==> src/rtl/dmem_port_arbiter.sv <==
// dmem_port_arbiter: two-port arbiter and access sequencer for Data_Memory.
// Port 0 is the CPU MEM stage and port 1 is the loader/debug engine. Each
// accepted request occupies one ACCESS cycle. Its response (rvalid/rdata/err)
// is registered and appears on the following cycle. Accesses that are out of
// range are flagged and never reach the memory enables.
// Optional feature macro: DMEM_ARB_RR_EN selects round-robin arbitration on
// contention. When the macro is undefined, port 0 has fixed priority.

module dmem_port_arbiter #(
    parameter int unsigned DEPTH = 32
) (
    input  logic        clk_i,
    input  logic        reset,
    input  logic        p0_req_i,
    input  logic        p0_we_i,
    input  logic [31:0] p0_addr_i,
    input  logic [31:0] p0_wdata_i,
    input  logic        p1_req_i,
    input  logic        p1_we_i,
    input  logic [31:0] p1_addr_i,
    input  logic [31:0] p1_wdata_i,
    output logic        p0_gnt_o,
    output logic        p1_gnt_o,
    output logic        p0_rvalid_o,
    output logic [31:0] p0_rdata_o,
    output logic        p0_err_o,
    output logic        p1_rvalid_o,
    output logic [31:0] p1_rdata_o,
    output logic        p1_err_o,
    output logic [31:0] mem_addr_o,
    output logic [31:0] mem_data_o,
    output logic        mem_write_o,
    output logic        mem_read_o,
    input  logic [31:0] mem_data_i,
    output logic        busy_o
);

    localparam int unsigned DW       = 32;
    localparam logic [31:0] MAX_ADDR = 32'(DEPTH - 4);

    typedef enum logic {
        IDLE   = 1'b0,
        ACCESS = 1'b1
    } state_e;

    state_e          state_q, state_d;
    logic            lat_port_q, lat_port_d;
    logic            lat_we_q, lat_we_d;
    logic [DW-1:0]   lat_addr_q, lat_addr_d;
    logic [DW-1:0]   lat_wdata_q, lat_wdata_d;
    logic            lat_err_q, lat_err_d;
    logic            p0_rvalid_q, p0_rvalid_d;
    logic [DW-1:0]   p0_rdata_q, p0_rdata_d;
    logic            p0_err_q, p0_err_d;
    logic            p1_rvalid_q, p1_rvalid_d;
    logic [DW-1:0]   p1_rdata_q, p1_rdata_d;
    logic            p1_err_q, p1_err_d;
    logic            accept;
    logic [DW-1:0]   rsp_data;

`ifdef DMEM_ARB_RR_EN
    logic            last_q, last_d;   // 1 = port 1 was granted most recently

    // Pointer register: remembers the port granted last
    always_ff @(posedge clk_i) begin
        if (reset) begin
            last_q <= 1'b1;
        end else begin
            last_q <= last_d;
        end
    end
`endif

    // Grant selection; nothing is granted while reset is asserted
    always_comb begin
        p0_gnt_o = 1'b0;
        p1_gnt_o = 1'b0;
`ifdef DMEM_ARB_RR_EN
        last_d   = last_q;
        if (!reset) begin
            p0_gnt_o = p0_req_i & (~p1_req_i | last_q);
            p1_gnt_o = p1_req_i & (~p0_req_i | ~last_q);
        end
        if (p0_gnt_o) begin
            last_d = 1'b0;
        end else if (p1_gnt_o) begin
            last_d = 1'b1;
        end
`else
        if (!reset) begin
            p0_gnt_o = p0_req_i;
            p1_gnt_o = p1_req_i & ~p0_req_i;
        end
`endif
        accept = p0_gnt_o | p1_gnt_o;
    end

    // State, request latch and response registers
    always_ff @(posedge clk_i) begin
        if (reset) begin
            state_q     <= IDLE;
            lat_port_q  <= 1'b0;
            lat_we_q    <= 1'b0;
            lat_addr_q  <= '0;
            lat_wdata_q <= '0;
            lat_err_q   <= 1'b0;
            p0_rvalid_q <= 1'b0;
            p0_rdata_q  <= '0;
            p0_err_q    <= 1'b0;
            p1_rvalid_q <= 1'b0;
            p1_rdata_q  <= '0;
            p1_err_q    <= 1'b0;
        end else begin
            state_q     <= state_d;
            lat_port_q  <= lat_port_d;
            lat_we_q    <= lat_we_d;
            lat_addr_q  <= lat_addr_d;
            lat_wdata_q <= lat_wdata_d;
            lat_err_q   <= lat_err_d;
            p0_rvalid_q <= p0_rvalid_d;
            p0_rdata_q  <= p0_rdata_d;
            p0_err_q    <= p0_err_d;
            p1_rvalid_q <= p1_rvalid_d;
            p1_rdata_q  <= p1_rdata_d;
            p1_err_q    <= p1_err_d;
        end
    end

    // Next state, request capture and response generation
    always_comb begin
        state_d     = IDLE;
        lat_port_d  = lat_port_q;
        lat_we_d    = lat_we_q;
        lat_addr_d  = lat_addr_q;
        lat_wdata_d = lat_wdata_q;
        lat_err_d   = lat_err_q;
        p0_rvalid_d = 1'b0;
        p0_rdata_d  = '0;
        p0_err_d    = 1'b0;
        p1_rvalid_d = 1'b0;
        p1_rdata_d  = '0;
        p1_err_d    = 1'b0;
        rsp_data    = '0;

        if (accept) begin
            state_d     = ACCESS;
            lat_port_d  = p1_gnt_o;
            lat_we_d    = p1_gnt_o ? p1_we_i    : p0_we_i;
            lat_addr_d  = p1_gnt_o ? p1_addr_i  : p0_addr_i;
            lat_wdata_d = p1_gnt_o ? p1_wdata_i : p0_wdata_i;
            lat_err_d   = (p1_gnt_o ? p1_addr_i : p0_addr_i) > MAX_ADDR;
        end

        if (state_q == ACCESS) begin
            if (!lat_we_q && !lat_err_q) begin
                rsp_data = mem_data_i;
            end
            if (lat_port_q) begin
                p1_rvalid_d = 1'b1;
                p1_rdata_d  = rsp_data;
                p1_err_d    = lat_err_q;
            end else begin
                p0_rvalid_d = 1'b1;
                p0_rdata_d  = rsp_data;
                p0_err_d    = lat_err_q;
            end
        end
    end

    // Memory drive; the enables are forced low in a reset cycle so that a dropped access cannot write
    always_comb begin
        mem_addr_o  = '0;
        mem_data_o  = '0;
        mem_write_o = 1'b0;
        mem_read_o  = 1'b0;
        if (state_q == ACCESS) begin
            mem_addr_o  = lat_addr_q;
            mem_data_o  = lat_wdata_q;
            mem_write_o = lat_we_q & ~lat_err_q & ~reset;
            mem_read_o  = ~lat_we_q & ~lat_err_q & ~reset;
        end
    end

    assign busy_o      = (state_q == ACCESS);
    assign p0_rvalid_o = p0_rvalid_q;
    assign p0_rdata_o  = p0_rdata_q;
    assign p0_err_o    = p0_err_q;
    assign p1_rvalid_o = p1_rvalid_q;
    assign p1_rdata_o  = p1_rdata_q;
    assign p1_err_o    = p1_err_q;

endmodule

==> config.mk <==
export PLATFORM = sky130hd
export DESIGN_NAME = dmem_port_arbiter
export DESIGN_NICKNAME = d
export VERILOG_FILES = /design/src/rtl/dmem_port_arbiter.sv
export SDC_FILE = /design/constraint.sdc
export NUM_CORES = 1
export LEC_CHECK = 0
export BUFFER_PORTS_ARGS = -buffer_cell sky130_fd_sc_hd__buf_2
export CORE_AREA = 3 3 116 118
export CTS_BUF_LIST = sky130_fd_sc_hd__clkbuf_2
export CTS_CLUSTER_DIAMETER = 50
export DETAILED_ROUTE_END_ITERATION = 10
export DIE_AREA = 0 0 119 121
export GPL_TIMING_DRIVEN = 0
export PLACE_DENSITY_LB_ADDON = 0.12
export SLEW_MARGIN = 20
export SYNTH_ARGS = -nofsm -noshare
export SYNTH_HDL_FRONTEND = slang
export SYNTH_SLANG_ARGS = --single-unit
==> constraint.sdc <==
create_clock -name clk_i -period 2.75 [get_ports clk_i]
set_clock_uncertainty 0.2 [all_clocks]
set_input_delay 0 -clock clk_i [delete_from_list [all_inputs] [get_ports clk_i]]
set_output_delay 0 -clock clk_i [all_outputs]
set_load 0.1 [all_outputs]
==> impl_metrics.csv, run 1 <==
group,metric,value,unit
logic_synthesis,seq_area_frac_synth,49.2,%
logic_synthesis,netlist-cell-type-count,29,
cts,root_buffer,"clkbuf_2",
logic_synthesis,ys_async_sr_fraction,0,%
logic_synthesis,synth-main-ff-cell,"dfxtp_1",
logic_synthesis,synth.avg_cell_area,8.97,um2
placement,dpl_worst_slack,904,ps
cts,cts.sinks,136,
logic_synthesis,synth_cells,617,
logic_synthesis,syn_nets,783,
cts,post_cts_buffers,0,
cts,post_cts_resized,0,
status,status,"did not finish",
status,stop_stage,"clock tree synthesis",
placement,io_buffer_count,299,
cts,cts_htree_levels,4,
cts,cts_max_path_buffers,2,
die,start_util,44.0,%
status,error_line,"[ERROR RSZ-0060] Max buffer count reached.",
placement,gp_congestion,0.865,
die,rows,41,
placement,hpwl,13700,um
logic_synthesis,synth_edf_count,0,
logic_synthesis,synth_warnings,0,
logic_synthesis,syn_area,0.00553,mm2
die,die_y,121,um
die,fp.dieW,119,um
logic_synthesis,ys_ff_latch,136,
cts,numCtsBuffers,17,
cts,cts_hold_buf,227,
die,ios,303,
-- cell usage after synthesis, types with 3 or more instances --
| library cell | instances | area share [%] |
|---|---|---|
| clkbuf_1 | 18 | 1.2 |
| and2_1 | 66 | 7.5 |
| and3_1 | 65 | 7.4 |
| mux2i_1 | 64 | 12 |
| clkbuf_2 | 4 | 0.36 |
| dfxtp_1 | 136 | 49 |
| nor3_1 | 3 | 0.27 |
| nand4_1 | 3 | 0.34 |
| nor2_1 | 134 | 9.1 |
| nor4_1 | 12 | 1.4 |
| buf_4 | 3 | 0.41 |
| a21oi_1 | 64 | 5.8 |
| inv_1 | 3 | 0.20 |
| buf_2 | 20 | 1.8 |
-- cell families after synthesis --
family	share of synthesized area [%]
AO/OA/AOI/OAI	6.79
buffers and inverters	5.32
flip-flops	49.2
multiplexers	11.6
AND/OR/NAND/NOR	27.1
-- stage by stage --
step	utilization, %	std cells	hold slack (ps)	cell area, um2
after floorplan	-	617	-61.4	5540
after detailed placement	57.7	1088	30.9	7250
after global placement	57.7	1088	24.1	7250
==> inputs of run 2 (changes only) <==
==> config.mk (replaced) <==
export PLATFORM = sky130hd
export DESIGN_NAME = dmem_port_arbiter
export DESIGN_NICKNAME = d
export VERILOG_FILES = /design/src/rtl/dmem_port_arbiter.sv
export SDC_FILE = /design/constraint.sdc
export NUM_CORES = 1
export LEC_CHECK = 0
export BUFFER_PORTS_ARGS = -buffer_cell sky130_fd_sc_hd__buf_2
export CORE_AREA = 3 3 122 124
export DETAILED_ROUTE_END_ITERATION = 10
export DIE_AREA = 0 0 125 127
export GPL_TIMING_DRIVEN = 0
export PLACE_DENSITY_LB_ADDON = 0.15
export SLEW_MARGIN = 20
export SYNTH_ARGS = -nofsm -noshare
export SYNTH_HDL_FRONTEND = slang
export SYNTH_SLANG_ARGS = --single-unit
==> run 2 against run 1 <==
Compared with the run above:
- the run now ends clean
- synthesized cell count did not move
- area after synthesis did not move
==> impl_metrics.csv, run 2 <==
group,metric,value,unit
status,status,"finished, final reports clean",
logic_synthesis,synth.avg_cell_area,8.97,um2
timing,fmax,392,MHz
route,wire_per_inst,16.5,um
route,detail_route.vias_per_cell,4.87,
timing,relSlewSlack,63.5,%
logic_synthesis,synth_fa_ha_area_share,0,%
cts,root_buffer,"clkbuf_16",
timing,worst_slack,199,ps
finish,layout-drive-gt1-share,32.0,%
power,max-vdd-ir-drop,0.596,mV
power,p_clk_share,40.0,%
placement,dpl_worst_slack,895,ps
logic_synthesis,yosys-top-cells-area,"dfxtp_1, mux2i_1, nor2_1",
logic_synthesis,synthMostInstantiatedCell,"dfxtp_1",
timing,whs,26.5,ps
cts,post_cts_resized,0,
min_path,min_path_type,"input pin to register",
cts,insertion_delay,420,ps
power,power_density,566,mW/mm2
logic_synthesis,ys_ff_latch,136,
timing,tightest_slew,551,ps
cts,post_cts_buffers,0,
worst_setup_path,cpMaxStageDelayCell,"dlygate4sd3_1",
power,combPwrFrac,22.7,%
timing,period_needed,2550,ps
logic_synthesis,synth_cells,617,
logic_synthesis,synth_compound_area_share,6.79,%
logic_synthesis,netlist-cell-type-count,29,
timing,rsz0062_at_grt,"false",
logic_synthesis,ys_async_sr_fraction,0,%
grt,grt_usage,27.3,%
flow_run,cap_violations,0,
grt,grt_max_degree,17,
logic_synthesis,synthMuxAreaShare,11.6,%
logic_synthesis,seq_area_frac_synth,49.2,%
finish,final_common_cell,"buf_2",
worst_setup_path,start_kind,"input pin",
timing,finalHoldViolations,0,
logic_synthesis,synth_warnings,0,
route,ant_nets,0,
placement,io_buffer_count,299,
finish,layout_common_cells,"buf_2, dlygate4sd3_1, dfxtp_1",
logic_synthesis,synth-main-ff-cell,"dfxtp_1",
finish,syn_to_final_growth,78.9,%
route,vias,6498,
power,p_seq_share,37.3,%
worst_setup_path,worstPathCellList,"dlygate4sd3_1 -> buf_2 -> buf_2 -> buf_2 -> nor2_1 -> a21oi_1 -> dlygate4sd3_1 -> nor2_1 -> dlygate4sd3_1",
worst_setup_path,slowest_delay,600,ps
finish,fin_nets,1307,
logic_synthesis,synthSimpleGateAreaFrac,27.1,%
cts,numCtsBuffers,17,
logic_synthesis,synth_top_area_cell,"dfxtp_1",
power,switching_power,0.00175,W
route,drt_iter0_drc,293,
logic_synthesis,synthXorXnorAreaFrac,0,%
cts,cts_max_path_buffers,2,
logic_synthesis,syn_nets,783,
finish,n_antenna_cell,0,
timing,fin_tns_setup,0,ps
power,switching_share,31.3,%
grt,antenna_found_initial,2,
power,power,0.00560,W
timing,period_share,92.8,%
route,routed_wl,22100,um
die,ios,303,
logic_synthesis,synth_common_cells,"dfxtp_1, nor2_1, and2_1, and3_1",
worst_setup_path,criticalPathCategory,"input pin to register",
die,rows,43,
grt,grt-ovfl-total,0,
placement,gp_congestion,0.945,
placement,hpwl,14100,um
worst_setup_path,cp-end-kind,"register",
logic_synthesis,syn_area,0.00553,mm2
power,intPower,0.00385,W
route,first_pass_iters,4,
die,fp.dieW,125,um
timing,setup_violations,0,
logic_synthesis,synth_top_family_by_area,"simple AND/OR/NAND/NOR gates",
die,core,0.0139,mm2
worst_setup_path,cp_data_arrival_time,2660,ps
cts,cts_htree_levels,4,
die,die_y,127,um
finish,fin_util,71.3,%
die,start_util,39.9,%
cts,cts_hold_buf,206,
logic_synthesis,synth_top_area_share,49.2,%
route,drc,0,
grt,grt_pass1_vias,6925,
cts,cts.sinks,136,
cts,cts_tree,"done",
worst_setup_path,cp_max_fo,10,
die,die_area,0.0159,mm2
cts,cts.clk_slew.worst_paths,60,ps
power,p_leak,5.17,nW
grt,grt_first_pass_wirelength,34800,um
timing,drv_slew,0,
logic_synthesis,synth_edf_count,0,
worst_setup_path,crit_required,2850,ps
-- run 2: layout make-up --
type	count	area, um2
Tap cell	180	225
Fill cell	1056	3980
Clock inverter	14	134
Timing Repair Buffer	505	3560
Clock buffer	18	439
Multi-Input combinational cell	428	2520
Sequential cell	136	2720
Buffer	50	283
Inverter	3	11.3
-- run 2: cells by family after synthesis --
group / after synthesis
flip-flops: 136
AND/OR/NAND/NOR: 292
multiplexers: 64
buffers and inverters: 53
AO/OA/AOI/OAI: 72
-- run 2: power by group through the flow --
stage	clock [W]	combinational (W)	sequential (W)
floorplan	0	0.000572	0.00224
global placement	0	0.000963	0.00213
detailed placement	0	0.000964	0.00213
CTS	0.00227	0.00124	0.00209
global route	0.00238	0.00135	0.00210
finish	0.00224	0.00127	0.00209
-- run 2: metal layers --
| metal | share of wire (%) | vias to the layer above | track usage, % | routed length (um) |
|---|---|---|---|---|
| met5 | 0.095 | - | 0 | 21 |
| met4 | 4.6 | 4 | 14.8 | 1020 |
| met3 | 7.9 | 84 | 8.82 | 1740 |
| met2 | 49 | 295 | 48.9 | 10900 |
| met1 | 38 | 2989 | 28.6 | 8360 |
| li1 | - | 3126 | - | - |
-- run 2: worst paths after layout --
path | start | end | slack, ps | cells past startpoint
hold / removal | p1_addr_i[30] | lat_err_q$_SDFFE_PP0P_ | 30 | 6
setup / recovery | p0_req_i | lat_wdata_q[23]$_SDFFE_PP0P_ | 200 | 9
hold reg to reg | lat_port_q$_SDFFE_PP0P_ | lat_port_q$_SDFFE_PP0P_ | 370 | 1
setup reg to reg | lat_wdata_q[28]$_SDFFE_PP0P_ | lat_wdata_q[28]$_SDFFE_PP0P_ | 520 | 6
-- run 2: per-stage QoR --
stage / instances / area [um2]
6_report: 1334 / 9900
4_1_cts: 1334 / 9900
3_5_place_dp: 1096 / 7260
2_1_floorplan: 617 / 5540
3_3_place_gp: 1096 / 7260
5_1_grt: 1334 / 9900
-- run 2: critical path, delay by kind of cell --
kind / cells / cell delay [ps]
compound gates: 1 / 110
buf+inv: 6 / 2390
simple gates: 2 / 160
No activity file was read; power rests on OpenSTA's default activity.
